### config.mk
export PLATFORM = sky130hd
export DESIGN_NAME = chunked_adder
export DESIGN_NICKNAME = d
export VERILOG_FILES = /design/src/rtl/arith_pkg.sv /design/src/rtl/chunked_adder_full_adder.sv /design/src/rtl/chunked_adder.sv
export SDC_FILE = /design/constraint.sdc
export NUM_CORES = 1
export LEC_CHECK = 0
export BUFFER_PORTS_ARGS = -buffer_cell sky130_fd_sc_hd__buf_4
export CORE_UTILIZATION = 51
export CTS_CLUSTER_DIAMETER = 150
export DETAILED_ROUTE_END_ITERATION = 7
export PLACE_DENSITY = 0.72
export SYNTH_ARGS = -nofsm -noshare
export SYNTH_HDL_FRONTEND = slang
export SYNTH_HIERARCHICAL = 1
export SYNTH_SLANG_ARGS = --single-unit
### constraint.sdc
create_clock -name clock -period 3 [get_ports clock]
set_clock_uncertainty 0.2 [all_clocks]
set_input_delay 0.45 -clock clock [delete_from_list [all_inputs] [get_ports clock]]
set_output_delay 0.45 -clock clock [all_outputs]
set_load 0.05 [all_outputs]
### src/rtl/arith_pkg.sv
// Shared arithmetic datapath types and sizing helpers.
package arith_pkg;

  typedef enum logic {IDLE, RUN} chunk_add_state_t;

  function automatic int unsigned num_chunks(input int unsigned data_width,
                                             input int unsigned chunk_width);
    return data_width / chunk_width;
  endfunction

  // Index counter width; never below one bit so the degenerate case still has a register.
  function automatic int unsigned idx_width(input int unsigned n);
    return (n <= 1) ? 1 : $clog2(n);
  endfunction

endpackage

### src/rtl/chunked_adder_full_adder.sv
// Combinational CHUNK_WIDTH-bit adder slice with carry in/out.
module chunk_full_adder #(
  parameter int unsigned CHUNK_WIDTH = 8
) (
  input  logic [CHUNK_WIDTH-1:0] a,
  input  logic [CHUNK_WIDTH-1:0] b,
  input  logic                   cin,
  output logic [CHUNK_WIDTH-1:0] s,
  output logic                   cout
);

  logic [CHUNK_WIDTH:0] partial;

  always_comb begin
    partial = {1'b0, a} + {1'b0, b} + {{CHUNK_WIDTH{1'b0}}, cin};
  end

  assign s    = partial[CHUNK_WIDTH-1:0];
  assign cout = partial[CHUNK_WIDTH];

endmodule

### src/rtl/chunked_adder.sv
// Multi-cycle unsigned adder, one CHUNK_WIDTH slice per cycle, LSB chunk first.
// Define CHUNKED_ADDER_SATURATE_EN to clamp sum to all-ones on carry-out.
module chunked_adder
  import arith_pkg::*;
#(
  parameter int unsigned DATA_WIDTH  = 32,
  parameter int unsigned CHUNK_WIDTH = 8
) (
  input  logic                  clock,
  input  logic                  reset,
  input  logic                  start,
  input  logic [DATA_WIDTH-1:0] augend,
  input  logic [DATA_WIDTH-1:0] addend,
  output logic [DATA_WIDTH-1:0] sum,
  output logic                  complete,
  output logic                  overflow,
  output logic                  busy
);

  localparam int unsigned NUM_CHUNKS = num_chunks(DATA_WIDTH, CHUNK_WIDTH);
  localparam int unsigned IDX_W      = idx_width(NUM_CHUNKS);

  if ((DATA_WIDTH % CHUNK_WIDTH) != 0) begin : g_width_check
    $error("DATA_WIDTH must be an integer multiple of CHUNK_WIDTH");
  end

  chunk_add_state_t      state_q, state_d;
  logic [DATA_WIDTH-1:0] aug_q, aug_d;
  logic [DATA_WIDTH-1:0] add_q, add_d;
  logic [DATA_WIDTH-1:0] res_q, res_d;
  logic [DATA_WIDTH-1:0] sum_q, sum_d;
  logic [IDX_W-1:0]      idx_q, idx_d;
  logic                  carry_q, carry_d;
  logic                  complete_q, complete_d;
  logic                  overflow_q, overflow_d;

  logic [31:0]            base;
  logic [CHUNK_WIDTH-1:0] fa_a, fa_b, fa_s;
  logic                   fa_cout;
  logic                   last_chunk;

  assign base       = 32'(idx_q) * CHUNK_WIDTH;
  assign fa_a       = aug_q[base +: CHUNK_WIDTH];
  assign fa_b       = add_q[base +: CHUNK_WIDTH];
  assign last_chunk = (idx_q == IDX_W'(NUM_CHUNKS - 1));

  chunk_full_adder #(
    .CHUNK_WIDTH(CHUNK_WIDTH)
  ) u_fa (
    .a   (fa_a),
    .b   (fa_b),
    .cin (carry_q),
    .s   (fa_s),
    .cout(fa_cout)
  );

  always_comb begin
    state_d    = state_q;
    aug_d      = aug_q;
    add_d      = add_q;
    res_d      = res_q;
    sum_d      = sum_q;
    idx_d      = idx_q;
    carry_d    = carry_q;
    complete_d = complete_q;
    overflow_d = overflow_q;
    case (state_q)
      IDLE: begin
        if (start) begin
          aug_d      = augend;
          add_d      = addend;
          carry_d    = 1'b0;
          idx_d      = '0;
          complete_d = 1'b0;
          overflow_d = 1'b0;
          state_d    = RUN;
        end
      end
      RUN: begin
        res_d[base +: CHUNK_WIDTH] = fa_s;
        carry_d = fa_cout;
        idx_d   = idx_q + IDX_W'(1);
        if (last_chunk) begin
          // res_d already holds the final chunk written just above.
          sum_d = res_d;
`ifdef CHUNKED_ADDER_SATURATE_EN
          if (fa_cout) begin
            sum_d = '1;
          end
`endif
          overflow_d = fa_cout;
          complete_d = 1'b1;
          idx_d      = '0;
          state_d    = IDLE;
        end
      end
      default: state_d = IDLE;
    endcase
  end

  always_ff @(posedge clock) begin
    if (reset) begin
      state_q    <= IDLE;
      aug_q      <= '0;
      add_q      <= '0;
      res_q      <= '0;
      sum_q      <= '0;
      idx_q      <= '0;
      carry_q    <= 1'b0;
      complete_q <= 1'b0;
      overflow_q <= 1'b0;
    end else begin
      state_q    <= state_d;
      aug_q      <= aug_d;
      add_q      <= add_d;
      res_q      <= res_d;
      sum_q      <= sum_d;
      idx_q      <= idx_d;
      carry_q    <= carry_d;
      complete_q <= complete_d;
      overflow_q <= overflow_d;
    end
  end

  assign sum      = sum_q;
  assign complete = complete_q;
  assign overflow = overflow_q;
  assign busy     = (state_q == RUN);

endmodule
==> results by group <==
Route
  – Iteration count of the initial detailed-routing pass: 5
  – Post-route antenna net violation count: 0
  – Aggregate routed wire length: 15.25 mm
  – Drc violations: 0
  – Drt initial violations: 458
  – Via total after detailed routing: between 5000 and 6000
  – Vias per cell: 5.818
  – Routed length per instance: 16.19 µm

Power and ir drop
  – Power per cell area: 566.9 nW/µm²
  – Peak supply drop: about 0.35 mV
  – Leak pwr: between 2 and 3 nW

Clock network
  – Number of CTS-inserted buffers: 17
  – Max H-tree Level: 4
  – Clock-pin slew on the worst setup and hold paths: approximately 60 ps
  – Clock tree root driver cell: clkbuf_16
  – Clock sinks: 134
  – CTS tree: done
  – Clk buf depth: 2
  – Number of hold-repair buffers added at the cts stage: 0
  – Worst-Skew Late Latency: 420 ps

Floorplan
  – Initial cell density of the core: 52.43%
  – Die extent in y: 110.6 µm
  – Horizontal die dimension: 110.6 µm
  – Standard cell core area: between 10000 and 15000 µm²
  – I/O pin count: 102
  – Count of standard-cell rows: 39
  – Area of the die: ~12000 µm²

GRT
  – Overall track demand over capacity in global routing: 25.13%
  – Largest net degree at the start of global routing: 77
  – Number of global-route vias before repair: 5101
  – Leftover overflow at the end of global routing: 0
  – Met1 track demand over resource: 31.69%
  – Global-route layer with the greatest usage: met2
  – First-pass GRT wire length: 24.80 mm
  – Number of antenna violations at the first check in global routing: 0
  – Routing usage on met2: 42.11%
  – GRT met3 Usage: 5.543%

Run
  – Max cap viols: 0

Worst hold path
  – Endpoint, Worst Hold: aug_q[14]
  – Cells on Worst Hold Path: 3
  – Class of the worst hold path: input pin to flop
  – Worst Hold Launch: augend[14]

Final layout
  – Final std cell area, no fill: 7579 µm²
  – Ant diodes: 0
  – Nets@finish: slightly below 900
  – Share of layout cells above drive strength 1: 26.41%
  – Footprint of the flip-flops and latches: about 2700 µm²
  – Layout overhead on the synthesized area: 26.06%
  – Count of fill cells added during filler insertion: 944
  – Area of the multi-input gates: 3070 µm²
  – Most common cell after layout, fill and taps aside: nand2_1
  – Top library cells by usage in the layout, fill and taps aside: nand2_1, buf_4, dfxtp_1

Timing
  – Crit share post-route: 100.1%
  – Min cycle time layout: 3002 ps
  – Slew Limit Fails: 0
  – Final Hold Viols: 0
  – Fin worst setup slack: -1.638 ps
  – Actual slew at the worst max-slew pin: 831.0 ps
  – Normalized max-slew margin: approximately 44%
  – Final total negative setup slack: -1.638 ps
  – Setup Viol. Count Final: 1
  – Fmax: 0.3332 GHz
  – Unrepaired setup endpoints after global routing: yes

Logic synthesis
  – Top FF cell, synth: dfxtp_1
  – Cell Area, Synth: 6012 µm²
  – Ys async rst share: 0%
  – Net count after synthesis: 774
  – Synth warn: 6
  – Number of synthesized flops with an enable pin: 0
  – Mapped Cells: 692
  – Distinct cells, synth: 43
  – Post-synthesis average cell area: 8.688 µm²
  – Synthesis-stage register bit count: 134
  – Sequential share of the synthesized area: ~45%

Setup path
  – Slack of the worst reg-to-reg path: -2 ps
  – Highest net fanout along the worst path: 8
  – Crit path kind: flop to flop
  – Cells on worst reg2reg path: 10
  – Startpoint types: flop
  – End of the worst register-to-register path: sum[6]
  – Worst setup EP type: flop
  – Data required time of the worst path: 3070 ps
  – CP Data Arrival Time: around 3100 ps
  – RR Startpoint: idx_q[0]

Placed design
  – Standard cell area after detailed placement: 6897 µm²
  – Number of buffer cells added on primary ports: 101
  – Routability cong.: 0.8300
  – HPWL Detailed: 10.26 mm

Status
  – Violations in the final reports: negative setup slack
  – Result of the run: complete, but fails checks
## per-layer routing
| metal | part of all wire [%] | vias up |
|---|---|---|
| met1 | 43 | 2617 |
| met3 | 5.6 | 23 |
| met5 | 0 | - |
| li1 | - | 2633 |
| met2 | 50 | 208 |
| met4 | 1.7 | 0 |
## repair_timing
item | 4_1_cts | 5_1_grt
gates resized for setup | 8 | 12
endpoints found under the setup margin | 15 | 25
buffers inserted | 3 | 4
pin swaps | 3 | 10
## flip-flops by register name, indices dropped and copies added, names as in the netlist
signal	cells
busy	1
carry_q	1
sum	32
aug_q	32
overflow	1
add_q	32
complete	1
idx_q	2
res_q	32
## metrics by stage
stage | power (mW) | std cells | setup slack (ps) | util [%] | hold WS (ps)
floorplan | 2.250 | 692 | 17.49 | - | 233.1
global placement | 2.447 | 903 | -26.79 | 60.14 | 241.0
detailed placement | 2.465 | 903 | -127.5 | 60.14 | 246.7
CTS | 4.286 | 938 | 1.077 | 65.13 | 71.31
global route | 4.461 | 942 | -141.5 | 66.09 | 69.55
finish | 4.296 | 942 | -1.638 | 66.09 | 81.85
## Yosys cell counts (13+ instances only)
cell type | n | area, µm²
a21oi_1 | 90 | 450.4
a31oi_1 | 16 | 100.1
a32oi_1 | 16 | 140.1
buf_2 | 22 | 110.1
clkbuf_1 | 26 | 97.59
dfxtp_1 | 134 | 2683
ha_1 | 13 | 162.7
mux4_2 | 16 | 360.4
nand2_1 | 160 | 600.6
nand3b_1 | 32 | 240.2
nand4_1 | 24 | 150.1
nor2_1 | 39 | 146.4
## worst max-delay path, stage by stage, from the launching register on
cell,delay (ps)
dfxtp_4,390
mux4_2,530
fa_2,420
fa_2,360
a21oi_2,170
nor2_1,60
nor2_1,160
xnor2_1,90
buf_4,170
a221oi_2,230
nor3_1,70
## report_power, final
group / internal, mW / switching (mW) / total (mW)
Combinational: 0.273 / 0.332 / 0.606
Clock: 1.05 / 0.762 / 1.81
Sequential: 1.84 / 0.0403 / 1.88
## final cells by class
type	instances	share of cell area (%)
multi-input cells	485	40.52
flip-flops and latches	134	35.45
repair buffers	141	14.50
clock buffers	19	5.712
well taps	143	2.361
clock inverters	13	1.123
inverters	7	0.3467
## how the worst max path moves through the flow
| stage | slack [ps] | cells after the start | end | start |
|---|---|---|---|---|
| final | -2 | 10 | sum[6] | idx_q[0] |
| after global routing | -140 | 10 | sum[6] | idx_q[0] |
| after CTS | 1 | 10 | sum[31] | idx_q[0] |
| after detailed placement | -130 | 9 | sum[7] | idx_q[0] |
| after global placement | -30 | 9 | sum[7] | idx_q[0] |
| after floorplan | 20 | 12 | sum[6] | idx_q[1] |
## cell families after synthesis
family          Yosys count  share of synthesized area, %
xor+xnor                  4                        0.5828
buf+inv                  73                         6.223
compound gates          155                         15.65
flops                   134                         44.62
fa+ha+maj                15                         3.372
simple gates            293                         23.23
mux                      18                         6.327
No activity file was read; power rests on OpenSTA's default activity.
